==> config.mk <==
export PLATFORM = sky130hd
export DESIGN_NAME = imem_loader
export DESIGN_NICKNAME = d
export VERILOG_FILES = /design/src/rtl/imem_loader.sv
export SDC_FILE = /design/constraint.sdc
export NUM_CORES = 1
export LEC_CHECK = 0
export ABC_CLOCK_PERIOD_IN_PS = 1700
export CAP_MARGIN = 20
export CELL_PAD_IN_SITES_DETAIL_PLACEMENT = 0
export CELL_PAD_IN_SITES_GLOBAL_PLACEMENT = 1
export CORE_MARGIN = 2
export CORE_UTILIZATION = 37
export DETAILED_ROUTE_END_ITERATION = 8
export PLACE_DENSITY = 0.75
export SLEW_MARGIN = 40
export SYNTH_ARGS = -nofsm -noshare
export SYNTH_HDL_FRONTEND = slang
export SYNTH_SLANG_ARGS = --single-unit
==> constraint.sdc <==
create_clock -name clk -period 1.7 [get_ports clk]
set_input_delay 0.34 -clock clk [delete_from_list [all_inputs] [get_ports clk]]
set_output_delay 0.34 -clock clk [all_outputs]
set_load 0.02 [all_outputs]
==> src/rtl/imem_loader.sv <==
// Boot-time instruction memory loader: parses a framed UART byte stream,
// assembles little-endian words, writes them to IMEM and gates CPU reset.
module imem_loader #(
  parameter int unsigned DEPTH_LOG2     = 8,
  parameter logic [7:0]  SYNC_BYTE      = 8'hA5,
  parameter int unsigned TIMEOUT_CYCLES = 1_000_000,
  parameter bit          HOLD_AT_RESET  = 1'b1
) (
  input  logic        clk,
  input  logic        reset,
  input  logic [7:0]  rx_data,
  input  logic        rx_valid,
  output logic        we,
  output logic [31:0] waddr,
  output logic [31:0] wdata,
  output logic        cpu_hold,
  output logic        busy,
  output logic        done,
  output logic        err
);

  localparam int unsigned      IDLE_W    = $clog2(TIMEOUT_CYCLES + 1);
  localparam logic [IDLE_W-1:0] IDLE_LAST = IDLE_W'(TIMEOUT_CYCLES - 1);
  localparam int unsigned      WIDX_W    = DEPTH_LOG2 + 1;
  localparam logic [16:0]      MAX_LEN   = 17'(2 ** DEPTH_LOG2);

  typedef enum logic [2:0] {
    IDLE,
    LEN_LO,
    LEN_HI,
    DATA,
    CHK,
    DONE,
    ERR
  } state_t;

  state_t state;
  state_t state_next;

  logic [15:0]       len;
  logic [7:0]        acc;
  logic [1:0]        byte_idx;
  logic [WIDX_W-1:0] word_idx;
  logic [WIDX_W-1:0] word_next_idx;
  logic [23:0]       asm_word;
  logic [IDLE_W-1:0] idle_cnt;
  logic [15:0]       len_full;

  logic start;
  logic word_done;
  logic frame_ok;
  logic frame_bad;

  assign busy = (state == LEN_LO) || (state == LEN_HI) ||
                (state == DATA)   || (state == CHK);

  assign word_next_idx = word_idx + 1'b1;
  assign len_full      = {rx_data, len[7:0]};

  always_ff @(posedge clk) begin
    if (reset) state <= IDLE;
    else       state <= state_next;
  end

  always_comb begin
    state_next = state;
    start      = 1'b0;
    word_done  = 1'b0;
    frame_ok   = 1'b0;
    frame_bad  = 1'b0;
    case (state)
      IDLE, DONE, ERR: begin
        if (rx_valid && (rx_data == SYNC_BYTE)) begin
          state_next = LEN_LO;
          start      = 1'b1;
        end
      end
      LEN_LO: begin
        if (rx_valid) state_next = LEN_HI;
      end
      LEN_HI: begin
        if (rx_valid) begin
          if ({1'b0, len_full} > MAX_LEN) begin
            state_next = ERR;
            frame_bad  = 1'b1;
          end else if (len_full == 16'd0) begin
            state_next = CHK;
          end else begin
            state_next = DATA;
          end
        end
      end
      DATA: begin
        if (rx_valid && (byte_idx == 2'd3)) begin
          word_done = 1'b1;
          if (16'(word_next_idx) == len) state_next = CHK;
        end
      end
      CHK: begin
        if (rx_valid) begin
          if (rx_data == acc) begin
            state_next = DONE;
            frame_ok   = 1'b1;
          end else begin
            state_next = ERR;
            frame_bad  = 1'b1;
          end
        end
      end
      default: state_next = IDLE;
    endcase
    // Idle timeout only fires on a byte-free cycle, so it never collides
    // with a byte-driven transition above.
    if (busy && !rx_valid && (idle_cnt == IDLE_LAST)) begin
      state_next = ERR;
      frame_bad  = 1'b1;
    end
  end

  always_ff @(posedge clk) begin
    if (reset) begin
      we       <= 1'b0;
      waddr    <= '0;
      wdata    <= '0;
      cpu_hold <= HOLD_AT_RESET;
      done     <= 1'b0;
      err      <= 1'b0;
      len      <= '0;
      acc      <= '0;
      byte_idx <= '0;
      word_idx <= '0;
      asm_word <= '0;
      idle_cnt <= '0;
    end else begin
      we <= 1'b0;

      if (busy && !rx_valid) idle_cnt <= idle_cnt + 1'b1;
      else                   idle_cnt <= '0;

      if (start) begin
        done     <= 1'b0;
        err      <= 1'b0;
        cpu_hold <= 1'b1;
        acc      <= '0;
        word_idx <= '0;
        byte_idx <= '0;
      end

      if (rx_valid && (state == LEN_LO || state == LEN_HI || state == DATA))
        acc <= acc ^ rx_data;

      if (rx_valid && state == LEN_LO) len[7:0]  <= rx_data;
      if (rx_valid && state == LEN_HI) len[15:8] <= rx_data;

      if (rx_valid && state == DATA) begin
        byte_idx <= byte_idx + 1'b1;
        case (byte_idx)
          2'd0:    asm_word[7:0]   <= rx_data;
          2'd1:    asm_word[15:8]  <= rx_data;
          2'd2:    asm_word[23:16] <= rx_data;
          default: ;
        endcase
      end

      if (word_done) begin
        we       <= 1'b1;
        waddr    <= 32'({word_idx[DEPTH_LOG2-1:0], 2'b00});
        wdata    <= {rx_data, asm_word};
        word_idx <= word_next_idx;
      end

      if (frame_ok) begin
        done     <= 1'b1;
        cpu_hold <= 1'b0;
      end

      if (frame_bad) err <= 1'b1;
    end
  end

endmodule

## Word level (Yosys, flattened, before mapping)

Index checks and enable logic that the tools add are counted.
Widths: inputs -> output; s select.

- Add/sub/neg operators: 3
- Magnitude comparators: 1
- Equal/unequal tests: 25
- Mux-type cells: 36
- Bitwise operators: 2
- Reductions and logical operators: 28

Operators with widths:

| kind | count |
|---|---|
| $mux 3 | 9 |
| $add 20x1->20 const B | 1 |
| $eq 20x20->1 const B | 1 |
| $mux 1 | 18 |
| $mux 9 | 2 |
| $eq 9x16->1 | 1 |
| $gt 16x9->1 const B | 1 |
| $logic_not 16->1 | 1 |
| $mux 8 | 2 |
| $pmux 3 s5 | 1 |
| $reduce_and 6->1 | 2 |
| $reduce_bool 2->1 | 5 |
| $add 9x1->9 const B | 1 |
| $eq 3x3->1 const B | 3 |
| $ne 3x2->1 const B | 3 |
| $eq 8x8->1 | 1 |
| $eq 8x8->1 const B | 1 |
| $logic_and 1x1->1 | 8 |
| $ne 2x2->1 const B | 4 |
| $xor 8x8->8 | 1 |
| $eq 3x2->1 const B | 2 |
| $mux 2 | 3 |
| $ne 3x1->1 const B | 2 |
| $reduce_and 2->1 | 3 |
| other kinds (14) | 19 |

- Flip-flop bits (word level): 126
- Input port bits: 11
- Output and inout bits: 69
- Word-level logic and storage cells: 112

## Logic depth before layout (Yosys ltp)

Gate-level depths: netlist of the first run.

- Depth after elaboration: 8
- Gate-level depth with buffers: 8
- Depth with buffers taken out: 7

## Least setup slack after synthesis of the first run

Ideal clock, no wire load.

- Kind: reg-to-reg
- Start: register word_idx[0]
- End: register state[1]
- Library setup time: 124 ps
- Data arrival time: 1720 ps
- Required time: 1576 ps
- Setup slack: -144 ps
- Cell stages (with the launch flop): 9
- Buffers on the path: 1
- Clock period less this slack: 1844 ps
- Cells stage by stage: dfxtp_1 ha_1 and3_1 clkbuf_1 a31o_2 a22oi_1 o2111ai_1 a21boi_2 a211oi_1

- Longest elaborated chain between the ends: 4

RTL lines:

| what | line | text |
|---|---|---|
| start, declared | 43 | `logic [WIDX_W-1:0] word_idx;` |
| start signal, assigned | 169 | `word_idx <= word_next_idx;` |
| $add 9x1->9 | 57 | `assign word_next_idx = word_idx + 1'b1;` |
| $eq 9x16->1 | 96 | `if (16'(word_next_idx) == len) state_next = CHK;` |
| $ne 3x1->1 (no line) | -- |  |
| $reduce_and 6->1 (no line) | -- |  |
| end signal, assigned | 62 | `else state <= state_next;` |
| end, declared | 37 | `state_t state;` |

No other way between the ends.
A chain may end at the register's enable or synchronous reset.

## Worst setup path in the final report of the first run

- Start: register word_idx[1]
- End: register state[1]

The elaborated chain is that of the path after synthesis.

==> run metrics, run 1 <==
CTS tree built; crit path launch type register; final hold vios 0; commonest non-fill, non-tap cell in the layout nand2_1; Crit. Startpoint word_idx[1]; Final period util 1.080; Die Width 128.5 um; drc violations 0; YS warnings 0; fill cell count around 1400; run status finished, violations left; maxcap violations 0; Die Ht between 100 and 150 um; kind of cell adding the most delay to the critical path simple AND/OR/NAND/NOR gates; number of diodes 0; RSZ-0062 raised after global routing yes; Port Buffer Count 55; Placed Cells 995; clock sink count 126; register area share after synthesis 0.4402; type of the worst min-delay path input pin to register; Routed Antenna Nets 0; Mean Syn Cell Area 8.037 sq um; most frequent cells in the layout nand2_1, dfxtp_1, a21oi_1; Area contributors post-synth dfxtp_1, nand2_1, a21oi_1; Synth Instances 713; Pleak 3.134 nW; worst flop-to-flop path startpoint word_idx[1]; crit-path max cell delay 0.55 ns; synthesized area 0.005730 sq mm; standard-cell rows 45; final setup vio count 5; total power draw 7.817 mW; HP Start reset; Post-CTS Hold Fix Bufs 0; critical-path maximum fanout 4; total gr overflow 0; Core Box Area about 0.015 sq mm; initial DRC count 393; placer's final routability congestion estimate 0.9167; final wirelength 15.39 mm; gr usage total 0.1892; CTS Buf Count 17; starting density of the core 0.3784; area grow syn2layout 33.60%; post-layout min period 1.835 ns; maximum buffer depth of the clock tree 2; share of the synthesized area in the top cell type 0.4402; clk_lat worst skew 0.42 ns; Slew Limit Fails 0; initial antenna violation count 0; Top FF cell, synth dfxtp_1; Clock Tree Root clkbuf_16; die area 0.01650 sq mm; number of global-route vias before repair 4968; Worst VDD drop 788.0 uV; arrival time of the worst setup path 2.12 ns; first-pass GRT wire length 24.65 mm; Worst-path clk slew ~0.060 ns; worst path cell trace and3_4, or4b_4, o22ai_4, o2111ai_2, a21boi_2, a211oi_2; Layout Cells excl Fill between 1000 and 1500; Routed WL per cell around 15 um; DPL Wire Length around 11 mm; cell type with the largest total area after synthesis dfxtp_1; clk_skew 0.007500 ns; I/O Pins 80; Place WS -0.5743 ns; maximum clock frequency 544.8 MHz; Cell variety after synth 62; Initial DRT Pass Iterations 5; Buffers & Inverters on Critical Path 0; Critical Path End Type register; nets between 800 and 900; vias ~5300; DR vias/cell 5.120; Setup CP Type register to register; violated checks negative setup slack; number of synthesized register bits roughly 130; ys async rst share 0; CTS H-tree lvls 4; share of cells above drive strength 1 0.2253; CP Data Required Time 1.98 ns; worst setup margin -0.1354 ns; largest net degree at the start of global routing 67; P per Cell Area 1021 mW/mm^2; slowest CP cell or4b_4; Post-synth EDFFs 0
==> final timing paths <==
check                                    to  slack (ns)  cells after the start
worst max-delay path               state[1]       -0.14                      6
worst min-delay path                 len[7]        0.33                      2
worst max register to register     state[1]       -0.14                      6
worst min register to register  idle_cnt[0]        0.44                      1
==> area by class of cell <==
cell class | instances | area (sq um) | share of cell area
multi-input combinational | 528 | 3054 | 0.3989
clock inverter | 7 | 65.06 | 0.008498
inverter | 9 | 33.78 | 0.004412
tap | 188 | 235.2 | 0.03072
sequential | 126 | 2545 | 0.3324
clock buffer | 23 | 467.9 | 0.06112
timing repair buffer | 146 | 1255 | 0.1639
==> flip-flops by register name (all words and copies together) (netlist names), 2 cells and up <==
name,cells
wdata,32
asm_word,24
idle_cnt,20
len,16
word_idx,9
acc,8
waddr,8
state,3
byte_idx,2
==> synth_stat cells (15+ instances only) <==
library cell	count
nand2_1	140
dfxtp_1	126
a21oi_1	99
nor2_1	57
nand3_1	38
buf_4	27
clkbuf_1	26
o21ai_0	19
xor2_1	18
xnor2_1	16
buf_2	15
==> through the flow <==
step | setup TNS (ns) | hold WS (ns) | area [sq um] | util
2_1_floorplan | -0.01447 | 0.4130 | 5848 | -
3_3_place_gp | -28.63 | 0.4220 | 6917 | 0.4567
3_5_place_dp | -30.70 | 0.4362 | 6917 | 0.4567
4_1_cts | -0.3369 | 0.3062 | 7523 | 0.4967
5_1_grt | -0.8672 | 0.3527 | 7656 | 0.5055
6_report | -0.3919 | 0.3289 | 7656 | 0.5055
==> cell families (layout without fill, tap and decap cells) <==
family          after synthesis  after routing  synth area share
xor+xnor                     35             35           0.05480
simple gates                313            313            0.2585
compound gates              141            141            0.1378
mux                           9              9           0.01594
other cells                   1             24         0.0006544
flops                       126            126            0.4402
fa+ha+maj                     6              6           0.01310
buf+inv                      82            185           0.07904
==> metal layers <==
layer	share of wire	global-route usage	wire length (um)
met3	0.047	0.04782	716
met5	0	0	0
met2	0.46	0.2979	7069
met4	0.017	0.07692	260
met1	0.48	0.2488	7339
==> worst reg2reg max path: stages (launching register included) <==
cell and delay [ns]:
dfxtp_4 0.36, and3_4 0.15, or4b_4 0.55, o22ai_4 0.18
o2111ai_2 0.19, a21boi_2 0.20, a211oi_2 0.09
==> power breakdown <==
part	leakage, nW	switching, mW	internal, mW
combinational	1.85	0.754	0.579
sequential	1.02	0.0981	3.07
clock	0.259	1.26	2.06
total	3.13	2.11	5.70
==> repair_timing <==
item,CTS,global route
buffers inserted,0,2
setup endpoints to repair,55,63
gates resized for setup,75,43
pin swaps,12,16
Power figures use the tool's default switching activity.
==> inputs of run 2 (changes only) <==
CORE_MARGIN = 3   (was 2)
==> run 2 against run 1 <==
Against the previous run: the run still ends with negative setup slack left; register-to-register slack gained 0.04 ns; setup slack gained 0.042 ns; power grew 6.2%; highest routed layer is now met5; first-iteration DRC count shrank 19%; maximum frequency grew 2.4%; clock skew grew 0.0044 ns; design area grew 0.83%; hold slack lost 0.048 ns; critical path depth is the same; flip-flop and latch count is the same; combinational power is essentially flat; clock power grew 14%.
==> run metrics, run 2 (same netlist as run 1, synthesis figures left out) <==
Critical Path End Type register (unchanged); number of global-route vias before repair 5060 (was 4968); initial DRC count 319 (was 393); maxcap violations 0 (unchanged); Hold WS 0.2812 ns (was 0.3289 ns); P per Cell Area 1076 mW/mm^2 (was 1021 mW/mm^2); clock sink count 126 (unchanged); clk_skew 0.01187 ns (was 0.007500 ns); Buffers & Inverters on Critical Path 0 (unchanged); post-layout min period 1.793 ns (was 1.835 ns); CTS H-tree lvls 4 (unchanged); HP Start reset (unchanged); run status finished, violations left (unchanged); gr usage total 0.1800 (was 0.1892); DPL Wire Length 10.60 mm (was 10.87 mm); Die Ht 130.5 um (was 128.5 um); slowest CP cell or4b_4 (unchanged); type of the worst min-delay path input pin to register (unchanged); total gr overflow 0 (unchanged); Setup CP Type register to register (unchanged); I/O Pins 80 (unchanged); kind of cell adding the most delay to the critical path simple AND/OR/NAND/NOR gates (unchanged); setup tns final -0.2203 ns (was -0.3919 ns); CTS tree built (unchanged); arrival time of the worst setup path 2.08 ns (was 2.12 ns); R2R cell count 6 (unchanged); Worst-path clk slew 0.06 ns (about the same); Clk pwr share 0.457 (was 0.425); Slew Limit Fails 0 (unchanged); drc violations 0 (unchanged); hold-critical path depth 2 (unchanged); Place WS -0.5340 ns (was -0.5743 ns); violated checks negative setup slack (unchanged); Final period util 1.055 (was 1.080); area grow syn2layout 34.72% (was 33.60%); vias 5168 (was 5258); R2R Setup Slk -0.09 ns (was -0.14 ns); combinational share of power 0.162 (was 0.170); number of diodes 0 (unchanged); CTS Buf Count 17 (unchanged); max FFs per register 32 (unchanged); initial antenna violation count 1 (was 0); RSZ-0062 raised after global routing yes (unchanged); Int Pwr 6.038 mW (was 5.703 mW); crit path launch type register (unchanged); Pleak 3.137 nW (was 3.134 nW); Top reg by flops wdata (unchanged); maximum clock frequency 557.7 MHz (was 544.8 MHz); crit-path max cell delay 0.51 ns (was 0.55 ns); most frequent cells in the layout nand2_1, dfxtp_1, a21oi_1 (unchanged); Switching Share 0.2729 (was 0.2705); standard-cell rows 44 (was 45); clk_lat worst skew 0.42 ns (about the same); critical-path maximum fanout 4 (unchanged); Port Buffer Count 55 (unchanged); Psw 2.266 mW (was 2.115 mW); Hold EP word_idx[0] (was len[7]); Clock Tree Root clkbuf_16 (unchanged); Routed Antenna Nets 0 (unchanged); starting density of the core 0.3855 (was 0.3784); nets 846 (was 845); first-pass GRT wire length 24.32 mm (was 24.65 mm); fill cell count 1400 (was 1437); commonest non-fill, non-tap cell in the layout nand2_1 (unchanged); FF-to-FF End state[1] (unchanged); Routed WL per cell 14.73 um (was 14.98 um); final setup vio count 5 (unchanged); placer's final routability congestion estimate 0.8627 (was 0.9167); Crit. Startpoint word_idx[1] (unchanged); CP Data Required Time 1.99 ns (was 1.98 ns); final hold vios 0 (unchanged); Largest regs wdata x32, asm_word x24, idle_cnt x20 (unchanged); Die Width 130.5 um (was 128.5 um); share of cells above drive strength 1 0.2304 (was 0.2253); DR vias/cell 5.037 (was 5.120); Core Box Area 0.01486 sq mm (was 0.01515 sq mm); worst flop-to-flop path startpoint word_idx[1] (unchanged); maximum buffer depth of the clock tree 2 (unchanged); worst path cell trace and3_4, or4b_4, o22ai_2, o2111ai_2, a21boi_2, a211oi_1 (was and3_4, or4b_4, o22ai_4, o2111ai_2, a21boi_2, a211oi_2); Worst VDD drop 641.3 uV (was 788.0 uV); final wirelength 15.11 mm (was 15.39 mm); Initial DRT Pass Iterations 6 (was 5); worst setup margin -0.09302 ns (was -0.1354 ns); die area 0.01702 sq mm (was 0.01650 sq mm); largest net degree at the start of global routing 69 (was 67); sequential power share 0.381 (was 0.405)
run 2: metrics by stage:
stage / area, sq um / power [mW] / instances / util
global placement: 6909 / 4.434 / 989 / 0.4648
finish: 7720 / 8.304 / 1026 / 0.5194
CTS: 7545 / 8.280 / 1022 / 0.5076
detailed placement: 6909 / 4.457 / 989 / 0.4648
floorplan: 5848 / 4.032 / 736 / -
global route: 7720 / 8.646 / 1026 / 0.5194
run 2: timing repair:
action                     in CTS  in global routing
gates resized for setup        68                 53
setup endpoints to repair      83                 70
hold buffers                    0                  0
pin swaps                       5                 18
setup buffers                   1                  4
run 2: how the worst max path moves through the flow:
stage,to,cells after the start
after floorplan,state[1],8
after global placement,state[0],7
after detailed placement,state[1],7
after CTS,state[1],7
after global routing,state[1],6
final,state[1],6
run 2: layout make-up:
class,count,area (sq um),share of cell area
timing repair buffer,147,1257,0.1629
multi-input combinational,528,3037,0.3934
tap,184,230.2,0.02982
inverter,9,33.78,0.004376
clock buffer,18,439.2,0.05689
sequential,126,2544,0.3295
clock inverter,14,178.9,0.02318
run 2: power by group through the flow:
stage / logic (mW) / clock network (mW) / registers, mW
floorplan: 0.833 / 0 / 3.20
global route: 1.47 / 4.00 / 3.18
finish: 1.34 / 3.79 / 3.17
global placement: 1.22 / 0 / 3.21
CTS: 1.25 / 3.87 / 3.15
detailed placement: 1.24 / 0 / 3.21
run 2: per-layer routing:
| layer | track usage | wire length (um) |
|---|---|---|
| met1 | 0.2317 | 6811 |
| met5 | 0 | 13 |
| met2 | 0.2948 | 7301 |
| met4 | 0.06352 | 234 |
| met3 | 0.04553 | 750 |
==> inputs of run 3 (changes only) <==
HOLD_SLACK_MARGIN = 0.06   (was not set)
==> results of run 3 <==
The final DEF is identical to that of run 2; final timing and power are the same.
